===== src/rtl/rv_pkg.sv =====
// Shared RV32I encoding constants for the instruction encoder and its users.
// Holds the format codes (same values as the controller's ImmSrc), the
// major opcodes, common funct3 values and a signed-range helper.
package rv_pkg;

  typedef enum logic [2:0] {
    FMT_I = 3'b000,
    FMT_S = 3'b001,
    FMT_B = 3'b010,
    FMT_U = 3'b011,
    FMT_J = 3'b100,
    FMT_R = 3'b111
  } fmt_e;

  localparam logic [6:0] OP_ALU    = 7'b0110011;
  localparam logic [6:0] OP_ALUI   = 7'b0010011;
  localparam logic [6:0] OP_LOAD   = 7'b0000011;
  localparam logic [6:0] OP_STORE  = 7'b0100011;
  localparam logic [6:0] OP_BRANCH = 7'b1100011;
  localparam logic [6:0] OP_LUI    = 7'b0110111;
  localparam logic [6:0] OP_AUIPC  = 7'b0010111;
  localparam logic [6:0] OP_JAL    = 7'b1101111;
  localparam logic [6:0] OP_JALR   = 7'b1100111;
  localparam logic [6:0] OP_XORID  = 7'b0001011;

  localparam logic [2:0] F3_ADD = 3'b000;
  localparam logic [2:0] F3_SLL = 3'b001;
  localparam logic [2:0] F3_LW  = 3'b010;
  localparam logic [2:0] F3_SW  = 3'b010;
  localparam logic [2:0] F3_XOR = 3'b100;
  localparam logic [2:0] F3_SR  = 3'b101;
  localparam logic [2:0] F3_BEQ = 3'b000;
  localparam logic [2:0] F3_BNE = 3'b001;

  // True when v, read as two's complement, fits a signed field of 'bits'
  // bits: everything from bit (bits-1) upward must be a pure sign extension.
  function automatic logic fits_signed(input logic [31:0] v, input int unsigned bits);
    logic [31:0] hi;
    hi = 32'($signed(v) >>> (bits - 1));
    return (hi == 32'h0000_0000) || (hi == 32'hFFFF_FFFF);
  endfunction

endpackage


===== src/rtl/sync_fifo.sv =====
// Synchronous FIFO with registered storage and a registered occupancy count.
// Ports:
//   clk_i, rst_ni       clock, synchronous active-low reset
//   push_i, wdata_i     write side (ignored when full)
//   pop_i, rdata_o      read side; rdata_o is the current head (ignored when empty)
//   full_o, empty_o     status from the registered count
//   count_o             number of stored entries
module sync_fifo #(
  parameter int unsigned WIDTH = 32,
  parameter int unsigned DEPTH = 4
) (
  input  logic                       clk_i,
  input  logic                       rst_ni,
  input  logic                       push_i,
  input  logic [WIDTH-1:0]           wdata_i,
  input  logic                       pop_i,
  output logic [WIDTH-1:0]           rdata_o,
  output logic                       full_o,
  output logic                       empty_o,
  output logic [$clog2(DEPTH):0]     count_o
);

  localparam int unsigned AW = $clog2(DEPTH);

  logic [WIDTH-1:0] mem_q [DEPTH];
  logic [AW-1:0]    wr_ptr_q, rd_ptr_q;
  logic [AW:0]      cnt_q;
  logic             do_push, do_pop;

  assign full_o  = (cnt_q == (AW+1)'(DEPTH));
  assign empty_o = (cnt_q == '0);
  assign count_o = cnt_q;
  assign rdata_o = mem_q[rd_ptr_q];

  assign do_push = push_i && !full_o;
  assign do_pop  = pop_i && !empty_o;

  always_ff @(posedge clk_i) begin
    if (!rst_ni) begin
      wr_ptr_q <= '0;
      rd_ptr_q <= '0;
      cnt_q    <= '0;
      for (int i = 0; i < int'(DEPTH); i++) mem_q[i] <= '0;
    end else begin
      if (do_push) begin
        mem_q[wr_ptr_q] <= wdata_i;
        wr_ptr_q        <= wr_ptr_q + AW'(1);
      end
      if (do_pop) rd_ptr_q <= rd_ptr_q + AW'(1);
      case ({do_push, do_pop})
        2'b10:   cnt_q <= cnt_q + (AW+1)'(1);
        2'b01:   cnt_q <= cnt_q - (AW+1)'(1);
        default: cnt_q <= cnt_q;
      endcase
    end
  end

endmodule


===== src/rtl/rv_instr_encoder.sv =====
// Streaming RV32I instruction encoder used to load programs into IMEM.
// Field bundles are packed into instruction words, range-checked, buffered
// in a small FIFO and written to IMEM at sequential word addresses.
// Ports:
//   clk, reset                 clock, synchronous active-low reset
//   in_valid/in_ready          field bundle handshake
//   fmt, opcode, funct3, funct7, rd, rs1, rs2, imm   instruction fields
//   mem_we/mem_ready           IMEM write handshake
//   mem_addr, mem_wdata        IMEM byte address and encoded word
//   flush, done                end-of-program request and indication
//   err, err_count             reject pulse and saturating reject count
//   wrapped                    sticky, address counter has wrapped
module rv_instr_encoder
  import rv_pkg::*;
#(
  parameter logic [31:0] BASE_ADDR  = 32'h0000_0000,
  parameter int unsigned IMEM_WORDS = 256,
  parameter int unsigned FIFO_DEPTH = 4
) (
  input  logic        clk,
  input  logic        reset,
  input  logic        in_valid,
  output logic        in_ready,
  input  logic [2:0]  fmt,
  input  logic [6:0]  opcode,
  input  logic [2:0]  funct3,
  input  logic [6:0]  funct7,
  input  logic [4:0]  rd,
  input  logic [4:0]  rs1,
  input  logic [4:0]  rs2,
  input  logic [31:0] imm,
  output logic        mem_we,
  input  logic        mem_ready,
  output logic [31:0] mem_addr,
  output logic [31:0] mem_wdata,
  input  logic        flush,
  output logic        done,
  output logic        err,
  output logic [7:0]  err_count,
  output logic        wrapped
);

  localparam int unsigned CW = $clog2(FIFO_DEPTH) + 1;
  localparam int unsigned IW = (IMEM_WORDS > 1) ? $clog2(IMEM_WORDS) : 1;
  localparam logic [IW-1:0] LAST_IDX = IW'(IMEM_WORDS - 1);

  logic [31:0]   word;
  logic          legal;
  logic          is_shift;
  logic          accept, push, pop;
  logic          fifo_full, fifo_empty;
  logic [CW-1:0] fifo_count;

  logic [31:0]   addr_d, addr_q;
  logic [IW-1:0] widx_d, widx_q;
  logic          wrapped_d, wrapped_q;
  logic          err_d, err_q;
  logic [7:0]    err_cnt_d, err_cnt_q;
  logic          done_d, done_q;

  // Shift-immediates reuse the I slot: funct7 on top, shamt in imm[4:0].
  assign is_shift = (opcode == OP_ALUI) && ((funct3 == F3_SLL) || (funct3 == F3_SR));

  always_comb begin
    word  = '0;
    legal = 1'b0;
    case (fmt_e'(fmt))
      FMT_R: begin
        word  = {funct7, rs2, rs1, funct3, rd, opcode};
        legal = 1'b1;
      end
      FMT_I: begin
        if (is_shift) begin
          word  = {funct7, imm[4:0], rs1, funct3, rd, opcode};
          legal = (imm[31:5] == '0);
        end else begin
          word  = {imm[11:0], rs1, funct3, rd, opcode};
          legal = fits_signed(imm, 12);
        end
      end
      FMT_S: begin
        word  = {imm[11:5], rs2, rs1, funct3, imm[4:0], opcode};
        legal = fits_signed(imm, 12);
      end
      FMT_B: begin
        word  = {imm[12], imm[10:5], rs2, rs1, funct3, imm[4:1], imm[11], opcode};
        legal = fits_signed(imm, 13) && !imm[0];
      end
      FMT_U: begin
        word  = {imm[31:12], rd, opcode};
        legal = (imm[11:0] == '0);
      end
      FMT_J: begin
        word  = {imm[20], imm[10:1], imm[11], imm[19:12], rd, opcode};
        legal = fits_signed(imm, 21) && !imm[0];
      end
      default: begin
        word  = '0;
        legal = 1'b0;
      end
    endcase
  end

  // Readiness depends only on the registered FIFO count, never on mem_ready.
  assign in_ready = reset && !fifo_full;
  assign accept   = in_valid && in_ready;
  assign push     = accept && legal;
  assign mem_we   = !fifo_empty;
  assign pop      = mem_we && mem_ready;

  sync_fifo #(
    .WIDTH (32),
    .DEPTH (FIFO_DEPTH)
  ) u_fifo (
    .clk_i   (clk),
    .rst_ni  (reset),
    .push_i  (push),
    .wdata_i (word),
    .pop_i   (pop),
    .rdata_o (mem_wdata),
    .full_o  (fifo_full),
    .empty_o (fifo_empty),
    .count_o (fifo_count)
  );

  always_comb begin
    addr_d    = addr_q;
    widx_d    = widx_q;
    wrapped_d = wrapped_q;
    if (pop) begin
      if (widx_q == LAST_IDX) begin
        addr_d    = BASE_ADDR;
        widx_d    = '0;
        wrapped_d = 1'b1;
      end else begin
        addr_d = addr_q + 32'd4;
        widx_d = widx_q + IW'(1);
      end
    end
    err_d     = accept && !legal;
    err_cnt_d = err_cnt_q;
    if (err_d && (err_cnt_q != 8'hFF)) err_cnt_d = err_cnt_q + 8'd1;
    done_d = flush && (fifo_count == '0) && !accept;
  end

  always_ff @(posedge clk) begin
    if (!reset) begin
      addr_q    <= BASE_ADDR;
      widx_q    <= '0;
      wrapped_q <= 1'b0;
      err_q     <= 1'b0;
      err_cnt_q <= '0;
      done_q    <= 1'b0;
    end else begin
      addr_q    <= addr_d;
      widx_q    <= widx_d;
      wrapped_q <= wrapped_d;
      err_q     <= err_d;
      err_cnt_q <= err_cnt_d;
      done_q    <= done_d;
    end
  end

  assign mem_addr  = addr_q;
  assign wrapped   = wrapped_q;
  assign err       = err_q;
  assign err_count = err_cnt_q;
  assign done      = done_q;

endmodule


===== config.mk =====
export PLATFORM = sky130hd
export DESIGN_NAME = rv_instr_encoder
export DESIGN_NICKNAME = d
export VERILOG_FILES = /design/src/rtl/rv_pkg.sv /design/src/rtl/sync_fifo.sv /design/src/rtl/rv_instr_encoder.sv
export SDC_FILE = /design/constraint.sdc
export NUM_CORES = 1
export LEC_CHECK = 0
export BUFFER_PORTS_ARGS = -buffer_cell sky130_fd_sc_hd__buf_2
export CORE_MARGIN = 4
export CORE_UTILIZATION = 50
export CTS_BUF_LIST = sky130_fd_sc_hd__clkbuf_4
export DETAILED_ROUTE_END_ITERATION = 12
export PLACE_DENSITY = 0.73
export SLEW_MARGIN = 40
export SYNTH_ARGS = -nofsm -noshare
export SYNTH_HDL_FRONTEND = slang
export SYNTH_SLANG_ARGS = --single-unit

===== constraint.sdc =====
create_clock -name clk -period 8.1 [get_ports clk]
set_input_delay 1.215 -clock clk [delete_from_list [all_inputs] [get_ports clk]]
set_output_delay 1.215 -clock clk [all_outputs]
set_load 0.005 [all_outputs]

==> results of run 1 <==
==> metrics by stage <==
step / worst slack [ns] / power [mW] / instances / utilization (%) / hold slack, ns
floorplan: 2.49 / 1.20 / 779 / - / 0.458
global placement: 2.35 / 1.28 / 1118 / 56.1 / 0.474
detailed placement: 2.60 / 1.28 / 1118 / 56.2 / 0.472
CTS: 3.23 / 1.76 / 1150 / 57.7 / 0.506
global route: 2.90 / 1.82 / 1151 / 57.8 / 0.546
finish: 3.14 / 1.74 / 1151 / 57.8 / 0.500
==> per-layer routing <==
layer / up-vias / share of wire, %
met2: 231 / 50
met5: - / 0
li1: 3074 / -
met3: 28 / 6.5
met1: 3114 / 41
met4: 0 / 1.9
==> registers in the layout (all words and copies together) (netlist names), named ones only <==
| register | flops |
|---|---|
| u_fifo.wr_ptr_q | 2 |
| u_fifo.rd_ptr_q | 2 |
| mem_addr | 30 |
| err_count | 8 |
| u_fifo.count_o | 3 |
| done | 1 |
| wrapped | 1 |
| u_fifo.mem_q | 128 |
| widx_q | 8 |
| err | 1 |
==> cells in the final DEF, fill, tap and decap left out, drive strengths merged, types with 5 or more instances in the layout <==
cell type	Yosys	final
dfxtp	58	58
nand3	25	25
a21oi	39	39
mux2i	9	9
mux4	32	32
or3	7	7
clkinv	2	5
nor2	178	178
nand4	21	21
edfxtp	128	128
nor3b	5	5
nor4	6	6
o21ai	23	23
o211ai	5	5
clkbuf	23	17
clkinvlp	0	5
inv	29	35
xnor2	10	10
and2	5	5
nand2	50	50
nor3	8	8
buf	17	154
a22o	14	14
nand2b	7	7
and3	9	9
xor2	25	25
==> cell type report <==
cell class | count | area share, %
Sequential cell | 186 | 50.3
Multi-Input combinational cell | 522 | 35.1
Timing Repair Buffer | 154 | 7.94
Tap cell | 225 | 2.83
Clock inverter | 15 | 1.39
Clock buffer | 17 | 1.28
Inverter | 31 | 1.17
Antenna cell | 1 | 0.0251
==> power by group <==
| part | switching [mW] | internal [mW] | total (mW) |
|---|---|---|---|
| registers | 0.0138 | 1.04 | 1.06 |
| clock network | 0.326 | 0.157 | 0.483 |
| logic | 0.119 | 0.0819 | 0.201 |
==> cell usage after synthesis (2+ instances only) <==
library cell / n
xor2_1: 25
buf_4: 2
nor3_1: 8
o211ai_1: 5
or4_1: 2
edfxtp_1: 128
mux4_2: 32
nor2_2: 27
nor2b_1: 2
o311ai_0: 2
mux2i_1: 9
or3_1: 7
o21ai_0: 23
and2_1: 4
o41ai_1: 2
a22o_1: 14
clkbuf_1: 23
a31o_2: 2
buf_6: 4
nor3b_1: 5
a22oi_1: 3
and4_1: 2
clkinv_1: 2
nor2_1: 151
dfxtp_1: 58
inv_1: 28
and3_1: 9
nand2b_1: 7
nand4_1: 21
buf_1: 6
buf_2: 5
a21oi_1: 39
o311a_1: 2
nor4_1: 6
xnor2_1: 10
o31ai_1: 4
nand2_1: 50
and4bb_1: 2
nand3b_1: 2
ha_1: 4
nor4b_1: 2
nand3_1: 25
==> logic make-up (layout without fill, tap and decap cells) <==
logic type               after synthesis  count (layout)  synth area share, %
flip-flops                           186             186                 57.1
other                                  1               3               0.0428
multiplexers                          42              42                 9.38
XOR/XNOR                              35              35                 3.50
buffers and inverters                 71             217                 3.54
AND/OR/NAND/NOR                      336             336                 18.2
adder cells (fa/ha/maj)                5               5                0.799
AO/OA/AOI/OAI                        102             102                 7.49
==> worst max path at each step <==
stage                                   endpoint      start  cells after the start
2_1_floorplan       u_fifo.mem_q[3][0]$_DFFE_PP_  opcode[3]                      8
4_1_cts        u_fifo.mem_q[1][28]$_SDFFCE_PN0P_     fmt[0]                     10
5_1_grt        u_fifo.mem_q[1][24]$_SDFFCE_PN0P_     fmt[0]                     10
3_5_place_dp   u_fifo.mem_q[1][19]$_SDFFCE_PN0P_     fmt[0]                     10
6_report       u_fifo.mem_q[1][28]$_SDFFCE_PN0P_     fmt[0]                     10
3_3_place_gp   u_fifo.mem_q[1][21]$_SDFFCE_PN0P_     fmt[0]                     10
==> worst min-delay path, delay by kind of cell (launching register included) <==
kind	cells	cell delay, ns
DFF	1	0.35
AOI/OAI and AO/OA	2	0.13
==> qor.yml, run 1 <==
holdBufCountCts: 0
critPathKind: "input pin to register"
required_ns: 8.35
drt-wirelength-per-cell_um: 17.8
cpPeakStageDelay_ns: 0.70
status: "finished, final reports clean"
worst_r2r_path_depth: 8
timing.setup.tns_ns: 0
synth-seq-cells: 186
cts_resized: 0
r2r_slack_ns: 4.59
clock-sinks: 186
root_buffer: "clkbuf_4"
postCtsSetupBuffers: 0
ys_top_cells_by_area: "edfxtp_1 44%, dfxtp_1 13%, mux4_2 8.2%"
firstDrtPassIters: 7
hold_viol: 0
setup_violations: 0
path_buf_inv: 3
critical_path.top_delay_family: "simple AND/OR/NAND/NOR gates"
hp-class: "register to register"
finalCriticalPeriod_ns: 4.96
cp_cell_sequence: "buf_2 -> and2_1 -> nand4_1 -> o21a_1 -> and2_0 -> a31oi_4 -> inv_2 -> or3_4 -> nand2_1 -> buf_4"
route.detailed.drc: 0
drt_iter0_markers: 395
min_to: "widx_q[7]$_SDFFE_PN0P_"
yosys.area.top_type: "edfxtp_1"
ioPinCount: 149
fin_area_um2: 9960
cts_tree: "built"
cts_buffer_depth: 2
ys_seq_area_share_pct: 57.1
slew_violations: 0
netlist_area_um2: 8770
grt_max_degree: 43
worst_ep_arrival_time_ns: 5.21
finalCritPeriodShare_pct: 61.2
grt_use_total_pct: 21.4
met3_usage_pct: 3.79
antenna_found_initial: 1
core_um2: 17200
first_global_vias: 6327
synthArstFlopShare_pct: 0
worstSetupStartpointType: "input pin"
wirelength_um: 20500
num_rows: 48
grt_setup_unrepaired: "false"
fill_cells: 1494
die_y_um: 140
synthCells: 778
dieArea_um2: 19700
place_area_um2: 9680
r2r_start: "u_fifo.count_o[0]$_SDFFE_PN0P_"
ys_warn_count: 0
drive_gt1_share_pct: 28.0
min-delay-start: "widx_q[7]$_SDFFE_PN0P_"
dominantRegCellSynth: "edfxtp_1"
fin_skew_ns: 0.0189
gr-max-usage-layer: "met2"
overflow: 0
synth_edf_count: 128
die_width_um: 140
slew-limit-headroom_pct: 49.4
gp_routability_congestion: 0.867
use_met2_pct: 35.7
r2r_end: "u_fifo.mem_q[1][28]$_SDFFCE_PN0P_"
maxCapViolations: 0
viasPerCell: 5.60
initial_core_util_pct: 50.9
io_buffers: 146
antenna_left: 0
grt_pass1_wl_um: 33200
final-seq-area_um2: 5010
avgSynthCellArea_um2: 11.3
p_leak_nw: 3.82
worst_skew_pair.late_latency_ns: 0.57
power_density_nw_per_um2: 175
critPathSlowestCell: "and2_1"
end_kind: "register"
htree_levels: 4
vias: 6447
area.growth.synth_to_final_pct: 13.6
vdd_drop_max_uv: 92.9
use_met1_pct: 28.4
holdPathStages: 2
synthDistinctLibCells: 56
multiInputGateArea_um2: 3490
fin_nets: 989
cts_buffers: 17
clock.fmax_ghz: 0.202
worst_pin_slew_ns: 0.751
place_hpwl_um: 14500
clk_pin_slew_worst_paths_ns: 0.15
worstPathMaxFanout: 34
synth_top_area_share_pct: 43.8
(Power assumes the default switching activity.)
==> run 2, diff against run 1 <==
==> constraint.sdc (replaced) <==
create_clock -name clk -period 4.6 [get_ports clk]
set_input_delay 0.69 -clock clk [delete_from_list [all_inputs] [get_ports clk]]
set_output_delay 0.69 -clock clk [all_outputs]
set_load 0.005 [all_outputs]
==> qor.yml, run 2 (same netlist as run 1, synthesis figures left out) <==
status: "finished, final reports clean"
initial_core_util_pct: 50.9  # unchanged
worst_skew_pair.late_latency_ns: 0.58  # about the same
cts_resized: 0  # unchanged
holdBufCountCts: 0  # unchanged
fin_skew_ns: 0.0156  # -0.00329 ns
largest_reg_flops: 128  # unchanged
cts_buffers: 17  # unchanged
slew_violations: 0  # unchanged
route.detailed.drc: 0  # unchanged
drt_iter0_markers: 471  # +19%
finalCriticalPeriod_ns: 3.34
gp_routability_congestion: 0.843  # -2.8%
clock-sinks: 186  # unchanged
wirelength_um: 21200  # +3.6%
ioPinCount: 149  # unchanged
final_common_cell: "nor2_1"
critPathSlowestCell: "or4_1"
overflow: 0  # unchanged
cpPeakStageDelay_ns: 0.53  # -0.17 ns
grt_use_total_pct: 21.8  # +0.49 points
dp_slack_ns: 0.700  # -1.90 ns
critPathKind: "input pin to register"
finalCritPeriodShare_pct: 72.5
place_hpwl_um: 14700  # +1.3%
end_kind: "register"
viasPerCell: 5.64  # +0.75%
grt_pass1_wl_um: 33500  # +0.87%
dieArea_um2: 19700  # unchanged
critical_path.top_delay_family: "simple AND/OR/NAND/NOR gates"
drt-wirelength-per-cell_um: 18.3  # +3.0%
clk_pin_slew_worst_paths_ns: 0.14  # about the same
slew-limit-headroom_pct: 44.8  # -4.6 points
first_global_vias: 6364  # +0.58%
hp-class: "input pin to register"
maxCapViolations: 0  # unchanged
fin_nets: 997  # +0.81%
worstSetupStartpointType: "input pin"
final_cell_mix: "151 x nor2_1, 146 x buf_2, 128 x edfxtp_1, 57 x dfxtp_1, 50 x nand2_1"
area.growth.synth_to_final_pct: 14.4
antennaDiodeCount: 0  # -1
worst_pin_slew_ns: 0.825  # +0.0738 ns
hold_viol: 0  # unchanged
die_y_um: 140  # unchanged
root_buffer: "clkbuf_4"
required_ns: 4.87  # -3.48 ns
setup_violations: 0  # unchanged
antenna_found_initial: 0  # -1
cts_buffer_depth: 2  # unchanged
fill_cells: 1461  # -2.2%
grt_setup_unrepaired: "false"
worst_slack_ns: 1.26  # -1.88 ns
multiInputGateArea_um2: 3480  # -0.47%
drive_gt1_share_pct: 28.1  # +0.081 points
num_rows: 48  # unchanged
postCtsSetupBuffers: 0  # unchanged
io_buffers: 146  # unchanged
antenna_left: 0  # unchanged
vias: 6535  # +1.4%
clock.fmax_ghz: 0.300
power_density_nw_per_um2: 305  # +75%
htree_levels: 4  # unchanged
top_register: "u_fifo.mem_q"
final-seq-area_um2: 5010  # about the same
cts_tree: "built"
worstPathMaxFanout: 32  # -5.9%
firstDrtPassIters: 5  # -2
cp_cell_sequence: "buf_2 -> and4bb_1 -> nand4_1 -> or4_1 -> a22o_1 -> a31oi_4 -> inv_2 -> buf_4 -> or2_1 -> nand2_1 -> buf_12"
p_leak_nw: 3.87  # +1.3%
die_width_um: 140  # unchanged
worst_ep_arrival_time_ns: 3.61  # -1.60 ns
vdd_drop_max_uv: 149  # +60%
grt_max_degree: 43  # unchanged
timing.setup.tns_ns: 0  # unchanged
core_um2: 17200  # unchanged
path_buf_inv: 4  # +1
-- run 2: worst paths after layout --
path,startpoint,end,slack [ns],cells past startpoint
max,funct3[1],u_fifo.mem_q[0][4]$_SDFFCE_PN0P_,1.26,11
min,flush,done$_SDFF_PN0_,0.33,3
max reg2reg,u_fifo.count_o[1]$_SDFFE_PN0P_,u_fifo.count_o[2]$_SDFFE_PN0P_,1.90,12
min reg2reg,wrapped$_SDFFE_PN0P_,wrapped$_SDFFE_PN0P_,0.50,2
-- run 2: final cells by class --
class	instances	area share, %
clock buffer	19	1.42
timing repair buffer	162	8.86
inverter	31	1.16
sequential	186	49.9
multi-input combinational	522	34.7
clock inverter	13	1.17
tap	225	2.81
-- run 2: metrics by stage --
step / util [%] / instance area (um^2) / power (mW) / instances / hold slack [ns]
after floorplan: - / 8770 / 2.11 / 779 / 0.458
after global placement: 56.6 / 9760 / 2.26 / 1126 / 0.473
after detailed placement: 56.6 / 9760 / 2.26 / 1126 / 0.469
after CTS: 58.2 / 10000 / 3.09 / 1158 / 0.279
after global routing: 58.2 / 10000 / 3.21 / 1158 / 0.291
final: 58.2 / 10000 / 3.06 / 1158 / 0.331
-- run 2: layer usage --
| metal | vias up | routed length, um | GRT usage [%] |
|---|---|---|---|
| li1 | 3091 | - | - |
| met1 | 3175 | 8840 | 29.7 |
| met2 | 246 | 10400 | 35.2 |
| met3 | 23 | 1560 | 4.88 |
| met4 | 0 | 384 | 6.99 |
| met5 | - | 0 | 0 |
-- run 2: power by group --
| part | total (mW) | switching [mW] | internal (mW) |
|---|---|---|---|
| Sequential | 1.87 | 0.0320 | 1.84 |
| Clock | 0.840 | 0.556 | 0.284 |
| Combinational | 0.354 | 0.203 | 0.150 |
-- run 2: tightest hold or removal path: stages --
cell	delay (ns)
buf_2	0.09
nand2_1	0.05
nor3_1	0.04
